## src/rtl/interp_pkg.sv

```systemverilog
// Shared definitions for the interpolation adder operand-B sequencer.
// Schedule length depends on INTERP_ROUND_EN (prepends a rounding step per pass).
package interp_pkg;

   localparam logic [2:0] SEL_RND  = 3'b000;
   localparam logic [2:0] SEL_2E3  = 3'b001;
   localparam logic [2:0] SEL_5E   = 3'b010;
   localparam logic [2:0] SEL_2E4  = 3'b011;
   localparam logic [2:0] SEL_N2E  = 3'b100;
   localparam logic [2:0] SEL_E1   = 3'b110;
   localparam logic [2:0] SEL_ZERO = 3'b111;

`ifdef INTERP_ROUND_EN
   localparam int SCHED_LEN = 6;
`else
   localparam int SCHED_LEN = 5;
`endif

   localparam int STEP_W = 3;

   typedef enum logic [1:0] {
      IDLE = 2'd0,
      RUN  = 2'd1,
      HOLD = 2'd2,
      DONE = 2'd3
   } state_e;

   typedef struct packed {
      logic [2:0] sel_b;
      logic       ld_2e;
      logic       ld_5e;
      logic       out_vld;
      logic [1:0] out_idx;
   } step_rec_t;

   localparam step_rec_t REC_IDLE = '{SEL_ZERO, 1'b0, 1'b0, 1'b0, 2'd0};

endpackage

```

## src/rtl/interp_sched_rom.sv

```systemverilog
// Combinational step-to-record lookup of the per-pass operand-B schedule.
// The INTERP_ROUND_EN variant adds a leading SEL_RND step.
module interp_sched_rom
   import interp_pkg::*;
(
   input  logic [STEP_W-1:0] step_i,
   output step_rec_t         rec_o
);

   localparam step_rec_t SCHED [SCHED_LEN] = '{
`ifdef INTERP_ROUND_EN
      '{SEL_RND, 1'b0, 1'b0, 1'b0, 2'd0},
`endif
      '{SEL_2E3, 1'b1, 1'b0, 1'b0, 2'd0},
      '{SEL_2E4, 1'b0, 1'b1, 1'b0, 2'd0},
      '{SEL_5E,  1'b0, 1'b0, 1'b1, 2'd0},
      '{SEL_E1,  1'b0, 1'b0, 1'b1, 2'd1},
      '{SEL_N2E, 1'b0, 1'b0, 1'b1, 2'd2}
   };

   // Table lookup; unused counter values fall back to the zero-operand record
   always_comb begin
      if (step_i < STEP_W'(SCHED_LEN)) begin
         rec_o = SCHED[step_i];
      end else begin
         rec_o = REC_IDLE;
      end
   end

endmodule

```

## src/rtl/interp_add1_seq.sv

```systemverilog
// Operand-B select sequencer for the channel-estimation interpolation adder.
// Build option: INTERP_ROUND_EN (see interp_pkg / interp_sched_rom).
module interp_add1_seq
   import interp_pkg::*;
#(
   parameter  int NUM_PASS = 2,
   parameter  int IDX_W    = 4,
   localparam int PASS_W   = (NUM_PASS > 1) ? $clog2(NUM_PASS) : 1
) (
   input  logic              clk,
   input  logic              rst,
   input  logic              start,
   input  logic              flush,
   input  logic              out_ready,
   output logic [2:0]        sel_b,
   output logic              ld_2e,
   output logic              ld_5e,
   output logic              add_en,
   output logic              out_valid,
   output logic [IDX_W-1:0]  out_idx,
   output logic [PASS_W-1:0] pass_idx,
   output logic              busy,
   output logic              done
);

   typedef struct packed {
      logic [2:0]       sel_b;
      logic             ld_2e;
      logic             ld_5e;
      logic             add_en;
      logic             out_valid;
      logic [IDX_W-1:0] out_idx;
      logic             busy;
      logic             done;
   } out_t;

   function automatic out_t idle_outs(input logic done_v);
      out_t o;
      o.sel_b     = SEL_ZERO;
      o.ld_2e     = 1'b0;
      o.ld_5e     = 1'b0;
      o.add_en    = 1'b0;
      o.out_valid = 1'b0;
      o.out_idx   = IDX_W'(0);
      o.busy      = 1'b0;
      o.done      = done_v;
      return o;
   endfunction

   function automatic out_t step_outs(input step_rec_t r);
      out_t o;
      o.sel_b     = r.sel_b;
      o.ld_2e     = r.ld_2e;
      o.ld_5e     = r.ld_5e;
      o.add_en    = 1'b1;
      o.out_valid = r.out_vld;
      o.out_idx   = IDX_W'(r.out_idx);
      o.busy      = 1'b1;
      o.done      = 1'b0;
      return o;
   endfunction

   state_e            state_q;
   logic [STEP_W-1:0] step_q;
   logic [STEP_W-1:0] step_d;
   logic [PASS_W-1:0] pass_q;
   logic [PASS_W-1:0] pass_d;
   logic [STEP_W-1:0] rom_idx_s;
   logic              last_step_s;
   logic              last_pass_s;
   logic              adv_s;
   step_rec_t         rec_s;
   out_t              out_q;

   interp_sched_rom u_rom (
      .step_i (rom_idx_s),
      .rec_o  (rec_s)
   );

   // Next step/pass candidates and the advance condition for RUN/HOLD
   always_comb begin
      last_step_s = (step_q == STEP_W'(SCHED_LEN - 1));
      last_pass_s = (pass_q == PASS_W'(NUM_PASS - 1));
      if (last_step_s) begin
         step_d = STEP_W'(0);
         pass_d = pass_q + PASS_W'(1);
      end else begin
         step_d = step_q + STEP_W'(1);
         pass_d = pass_q;
      end
      if (state_q == IDLE) begin
         rom_idx_s = STEP_W'(0);
      end else begin
         rom_idx_s = step_d;
      end
      if (state_q == RUN) begin
         adv_s = !(out_q.out_valid && !out_ready);
      end else if (state_q == HOLD) begin
         adv_s = out_ready;
      end else begin
         adv_s = 1'b0;
      end
   end

   // Sequencer FSM with registered outputs; flush behaves exactly like reset
   always_ff @(posedge clk) begin
      if (rst || flush) begin
         state_q <= IDLE;
         step_q  <= STEP_W'(0);
         pass_q  <= PASS_W'(0);
         out_q   <= idle_outs(1'b0);
      end else begin
         case (state_q)
            IDLE: begin
               if (start) begin
                  state_q <= RUN;
                  step_q  <= STEP_W'(0);
                  pass_q  <= PASS_W'(0);
                  out_q   <= step_outs(rec_s);
               end else begin
                  state_q <= IDLE;
                  out_q   <= idle_outs(1'b0);
               end
            end
            RUN, HOLD: begin
               if (adv_s) begin
                  if (last_step_s && last_pass_s) begin
                     state_q <= DONE;
                     step_q  <= STEP_W'(0);
                     pass_q  <= PASS_W'(0);
                     out_q   <= idle_outs(1'b1);
                  end else begin
                     state_q <= RUN;
                     step_q  <= step_d;
                     pass_q  <= pass_d;
                     out_q   <= step_outs(rec_s);
                  end
               end else begin
                  // Sample presented but not accepted: freeze it, drop the strobes
                  state_q      <= HOLD;
                  out_q.add_en <= 1'b0;
                  out_q.ld_2e  <= 1'b0;
                  out_q.ld_5e  <= 1'b0;
               end
            end
            DONE: begin
               state_q <= IDLE;
               step_q  <= STEP_W'(0);
               pass_q  <= PASS_W'(0);
               out_q   <= idle_outs(1'b0);
            end
            default: begin
               state_q <= IDLE;
               step_q  <= STEP_W'(0);
               pass_q  <= PASS_W'(0);
               out_q   <= idle_outs(1'b0);
            end
         endcase
      end
   end

   assign sel_b     = out_q.sel_b;
   assign ld_2e     = out_q.ld_2e;
   assign ld_5e     = out_q.ld_5e;
   assign add_en    = out_q.add_en;
   assign out_valid = out_q.out_valid;
   assign out_idx   = out_q.out_idx;
   assign busy      = out_q.busy;
   assign done      = out_q.done;
   assign pass_idx  = pass_q;

endmodule
```

## config.mk

```make
export PLATFORM = sky130hd
export DESIGN_NAME = interp_add1_seq
export DESIGN_NICKNAME = d
export VERILOG_FILES = /design/src/rtl/interp_pkg.sv /design/src/rtl/interp_sched_rom.sv /design/src/rtl/interp_add1_seq.sv
export SDC_FILE = /design/constraint.sdc
export NUM_CORES = 1
export LEC_CHECK = 0
export BUFFER_PORTS_ARGS = -buffer_cell sky130_fd_sc_hd__buf_2
export CAP_MARGIN = 20
export CORE_MARGIN = 2
export CORE_UTILIZATION = 35
export DETAILED_ROUTE_END_ITERATION = 12
export PLACE_DENSITY = 0.55
export SLEW_MARGIN = 20
export SYNTH_ARGS = -nofsm -noshare
export SYNTH_HDL_FRONTEND = slang
export SYNTH_HIERARCHICAL = 1
export SYNTH_SLANG_ARGS = --single-unit
```

## constraint.sdc

```tcl
create_clock -name clk -period 2.1 [get_ports clk]
set_input_delay 0.21 -clock clk [delete_from_list [all_inputs] [get_ports clk]]
set_output_delay 0.21 -clock clk [all_outputs]
set_load 0.02 [all_outputs]
```

==> results of run 1 <==
## placed cells by master, fill, tap and decap left out, types with 2 or more instances in the layout
cell	n
buf_2	16
buf_4	3
dfxtp_1	17
nor3_1	5
o21ai_2	3
nand2_1	17
and2_1	3
a31oi_1	2
clkbuf_4	3
nor3b_1	2
a21oi_1	5
inv_1	5
nor2_1	6
mux2i_1	3
nand3_1	7
o21ai_0	3
ha_1	7
a32o_1	3
conb_1	2
## cells by family (layout without fill, tap and decap cells)
group / after synthesis / count (layout) / share of synthesized area (%)
mux: 4 / 4 / 4.52
fa+ha+maj: 7 / 7 / 8.79
other cells: 1 / 2 / 0.377
simple gates: 50 / 50 / 25.6
buf+inv: 12 / 28 / 8.04
flops: 17 / 17 / 34.2
compound gates: 23 / 23 / 18.5
## through the flow
stage                     instances  area, um^2  total power, uW  worst slack (ns)  hold slack (ns)
after detailed placement        158        1080              417             0.307            0.457
after global placement          158        1080              416             0.384            0.446
final                           162        1110              588             0.277            0.285
after global routing            162        1110              623             0.124            0.280
after floorplan                 115        1000              402             0.209            0.438
after CTS                       162        1110              596             0.284            0.281
## cells in the mapped netlist (all sizes together)
library cell	count
dfxtp	17
nand2	17
ha	7
nand3	7
nor2	7
o21ai	7
a21oi	6
buf	6
inv	5
nor3	5
and2	4
a32o	3
mux2i	3
a21boi	2
a21o	2
a31oi	2
and3	2
nand2b	2
nor3b	2
a211oi	1
and3b	1
clkbuf	1
conb	1
mux2	1
nand4	1
nor2b	1
or2	1
## final timing paths
kind	to	depth (start not counted)
hold reg to reg	out_idx[0]	2
hold / removal	done	4
setup / recovery	out_valid	9
setup reg to reg	out_valid	9
## layer usage
metal	up-vias	global-route usage (%)	part of all wire, %	wire length, um
met5	-	0	0	0
met4	0	3.99	0.95	19
met3	2	3.63	3.5	70
met2	10	22.2	49	975
met1	385	16.6	47	933
li1	424	-	-	-
## critical path, delay by kind of cell, from the launching register on
family | cells | cell delay (ns)
and+or+nand+nor | 4 | 0.52
DFF | 1 | 0.41
muxes | 1 | 0.27
buffers and inverters | 2 | 0.24
adders and majority gates | 1 | 0.23
AOI/OAI and AO/OA | 1 | 0.05
## sequential cells by signal, indices dropped and copies added (netlist names), 2 cells and up
name and count:
sel_b 3, step_q 3, out_idx 2, state_q 2
## power by group through the flow
stage          Sequential [uW]  Combinational [uW]  Clock, uW
6_report                   331                78.5        178
5_1_grt                    332                87.3        203
4_1_cts                    331                78.9        186
3_5_place_dp               339                78.5          0
3_3_place_gp               338                77.6          0
2_1_floorplan              345                57.6          0
## cell type report
type | count | share of cell area, %
tap | 31 | 3.50
clock buffer | 3 | 2.03
multi-input combinational | 86 | 52.3
inverter | 5 | 1.69
timing repair buffer | 19 | 9.27
clock inverter | 1 | 0.452
sequential | 17 | 30.7
==> metrics.txt, run 1 <==
status=complete, no violations; largest cells by area after synthesis=dfxtp_1, ha_1, nand2_1, nand3_1, buf_6; grt total ovfl=0; Distinct cells, synth=37; vias post-DR=821; dominant cell type by area after synthesis=dfxtp_1; final routed wirelength across all metal layers=2000 um; register-to-register setup slack=between 0.2 and 0.3 ns; highest ir drop seen on vdd=0.319 mV; Worst-Skew Late Latency=0.29 ns; number of buffers added to fix hold violations after cts=0; clock tree from TritonCTS=yes; combinational fraction of design power=between 10 and 15%; Post-DRT Antenna Nets=0; number of port buffers=16; Ant. Diodes=0; Worst setup SP type=flop; number of hold violations in the final report=0; Peak Freq=approximately 550 MHz; syn avg cell area=8.74 um^2; maximum number of buffers from clock root to sink=2; maximum level of the CTS H-tree=1; internal power contribution=426 uW; worst setup path start=step_q[0]; Power per Cell Area=531 mW/mm^2; Die Height=57.3 um; number of placement rows=19; core region area=0.00273 mm^2; DP HPWL=1570 um; Die Wd=57.3 um; cell breakdown of the critical path=inv_1 -> ha_1 -> and2_1 -> nor3b_1 -> buf_4 -> nor2_2 -> mux2_4 -> nand2_1 -> o21ai_2; switching portion of total power=27.4%; number of global-route vias before repair=746; worst flop-to-flop path startpoint=step_q[0]; Initial Utilization=36.4%; Core Util, Final=40.5%; post-layout minimum cycle time=between 1.5 and 2 ns; share of layout cells above drive strength 1=28.2%; post-cts repair resize count=0; path type of the worst setup path=flop to flop; # clock sinks=17; number of failing setup endpoints in the final timing report=0; Hold/Removal Path Class=input port to flop; Yosys warnings=6; slowest stage delay, CP=0.41 ns; Routed wire per std cell=12.3 um; Detailed Routing Iterations Pass 1=4; proportion of power drawn by the clock network=30.3%; area delta synth->final=11.2%; required arrival time at the worst endpoint=between 2 and 2.5 ns; max-slew violation total from the final report=0; count of routing violations after the opening detailed-route iteration=13; number of standard cells after synthesis=~110; reported leakage power=0.000473 uW; wire length of the first global-routing pass=3350 um; share of total power in sequential cells=56.4%; Post-Synthesis Cell Area=996 um^2; nature of the critical path endpoint=flop; number of buffers created by CTS=3; largest net degree at the start of global routing=13; final sum of negative setup slack=0 ns; area enclosed by the die boundary=about 0.0033 mm^2; setup skew after layout=0.0112 ns; Post-CTS Setup Bufs=0; Seq. cell area=340 um^2; total number of nets in the final design=144; layout filler cell count=294; max-cap violations=0; net switching power=161 uW; Total Routing Usage GR=13.3%; final worst path period share=86.8%; Seq cells post-synth=17; number of antenna violations at the first check in global routing=0; cell with the biggest individual delay on the critical path=dfxtp_1; setup repair after global routing missed its margin=no; area share of the largest cell type after synthesis=34.2%; crit path DAT=between 2 and 2.5 ns; Multi-input gate area=579 um^2; global placement routability congestion=0.747; vias per cell=5.07; IO Pins=19; post-route DRC violation count=0; clock transition at the registers of the reported paths=0.11 ns; crit path max fanout=7; sequential fraction of the synthesis area=34.2%; Min-Delay Startpoint=out_ready; Root Buffer Master=clkbuf_4
(Power assumes the default switching activity.)
==> inputs of run 2 (changes only) <==
--- a/config.mk
+++ b/config.mk
@@ -10,6 +10,7 @@
 export CORE_MARGIN = 2
 export CORE_UTILIZATION = 35
 export DETAILED_ROUTE_END_ITERATION = 12
+export GPL_TIMING_DRIVEN = 0
 export PLACE_DENSITY = 0.55
 export SLEW_MARGIN = 20
 export SYNTH_ARGS = -nofsm -noshare
==> run 2 against run 1 <==
Worst setup slack got worse by 0.085 ns. First-iteration DRC count increased by 23%. Sequential power about the same. Critical path type unchanged. Global-route usage increased by 0.22 points. Flip-flop and latch count unchanged. Register-to-register slack got worse by 0.08 ns. Clock skew decreased by 0.0078 ns. Clock-buffer cell count unchanged.
==> metrics.txt, run 2 (synthesized netlist as in run 1, its figures left out) <==
reg-to-reg endpoint=out_valid; net switching power=163 uW; crit path max fanout=7; Ant. Diodes=0; setup skew after layout=0.00341 ns; number of placement rows=19; Initial Utilization=36.4%; number of buffers created by CTS=3; commonest non-fill, non-tap cells in the layout=nand2_1, dfxtp_1, buf_2, nand3_1, ha_1; Root Buffer Master=clkbuf_4; number of failing setup endpoints in the final timing report=0; wire length of the first global-routing pass=3410 um; Post-DRT Antenna Nets=0; final sum of negative setup slack=0 ns; largest net degree at the start of global routing=11; Detailed Routing Iterations Pass 1=4; highest ir drop seen on vdd=0.321 mV; global placement routability congestion=0.776; final worst path period share=90.9%; final routed wirelength across all metal layers=around 2000 um; post-layout minimum cycle time=1.91 ns; IO Pins=19; area enclosed by the die boundary=0.00329 mm^2; DP HPWL=roughly 1500 um; met1 usage=16.9%; total number of nets in the final design=148; setup repair after global routing missed its margin=no; Power per Cell Area=between 500 and 600 mW/mm^2; post-route DRC violation count=0; max-slew violation total from the final report=0; Post-CTS Setup Bufs=0; switching portion of total power=27.3%; core region area=0.00273 mm^2; nature of the critical path endpoint=flop; non-filler cells, final=166; clock transition at the registers of the reported paths=0.11 ns; Peak Freq=524 MHz; clock tree from TritonCTS=yes; number of cells traversed by the worst hold path=4; GRT Max-Usage Layer=met2; combinational fraction of design power=14.4%; Routed wire per std cell=12.2 um; vias per cell=5.07; Total Routing Usage GR=13.5%; internal power contribution=between 400 and 500 uW; worst flop-to-flop path startpoint=step_q[0]; Hold Crit Endpoint=done; crit path DAT=2.10 ns; Hold/Removal Path Class=input port to flop; # clock sinks=17; share of total power in sequential cells=55.6%; number of antenna violations at the first check in global routing=0; max-cap violations=0; grt total ovfl=0; reported leakage power=0.000498 uW; Worst-Skew Late Latency=0.29 ns; vias post-DR=between 800 and 900; number of global-route vias before repair=779; Min-Delay Startpoint=out_ready; number of buffers added to fix hold violations after cts=0; worst slack, placed=~0.027 ns; path type of the worst setup path=flop to flop; count of routing violations after the opening detailed-route iteration=16; cell count after placement=162; register-to-register setup slack=0.19 ns; Die Height=around 57 um; proportion of power drawn by the clock network=30.0%; met2 layer usage reported by global route=22.4%; status=complete, no violations; Setup WS post-layout=0.192 ns; required arrival time at the worst endpoint=about 2.3 ns; share of layout cells above drive strength 1=a little under a third; Worst setup SP type=flop; met3 GRT Util=2.72%; number of hold violations in the final report=0; Die Wd=between 50 and 60 um; reg2reg path depth=8; maximum level of the CTS H-tree=1; number of port buffers=16; area delta synth->final=16.1%; maximum number of buffers from clock root to sink=2
run 2: cell count changes in the layout (fill, tap and decap cells not counted), sizes merged:
cell | before | now
clkbuf | 3 | 4
buf | 19 | 22
run 2: worst max-delay path by stage:
| stage | slack [ns] | to | cells after the start | start |
|---|---|---|---|---|
| after floorplan | 0.21 | out_valid | 8 | step_q[0] |
| after global placement | 0.02 | out_valid | 8 | step_q[0] |
| after detailed placement | 0.03 | out_valid | 8 | step_q[0] |
| after CTS | 0.16 | out_valid | 8 | step_q[0] |
| after global routing | 0.04 | out_valid | 8 | step_q[0] |
| final | 0.19 | out_valid | 8 | step_q[0] |
run 2: area by class of cell:
class                           count  area [um^2]
Clock buffer                        3         22.5
Clock inverter                      1         5.00
Multi-Input combinational cell     86          589
Timing Repair Buffer               16         80.1
Inverter                            5         18.8
Sequential cell                    17          340
Tap cell                           31         38.8
Fill cell                         289         1580
Buffer                              7         61.3
run 2: power groups by stage:
stage / clock network, uW / logic, uW / registers [uW]
floorplan: 0 / 57.6 / 345
CTS: 189 / 86.6 / 331
global placement: 0 / 84.9 / 338
global route: 203 / 95.9 / 332
finish: 179 / 85.8 / 331
detailed placement: 0 / 85.8 / 338
run 2: per-stage QoR:
step / hold WS (ns) / power (uW) / cell area (um^2) / utilization [%]
3_3_place_gp: 0.446 / 423 / 1120 / 40.9
5_1_grt: 0.270 / 631 / 1160 / 42.3
3_5_place_dp: 0.454 / 424 / 1120 / 40.9
6_report: 0.276 / 596 / 1160 / 42.3
4_1_cts: 0.266 / 606 / 1150 / 42.1
2_1_floorplan: 0.438 / 402 / 1000 / -
run 2: layer usage:
layer | routed length [um] | vias up
met5 | 0 | -
met4 | 17 | 0
met3 | 65 | 2
met2 | 961 | 16
met1 | 975 | 392
li1 | - | 431
run 2: critical path, stage by stage (launching register included):
cell and delay [ns]:
dfxtp_1 0.43, inv_1 0.08, ha_1 0.23, and2_1 0.21
nor3b_2 0.38, nor2_2 0.09, mux2_4 0.27, nand2_1 0.08
o21ai_2 0.05
run 2: repair_timing:
| action | 4_1_cts | 5_1_grt |
|---|---|---|
| setup endpoints to repair | 1 | 1 |
| resized for setup | 1 | 1 |
| hold endpoints to repair | 0 | 0 |
| pin swaps | 0 | 0 |
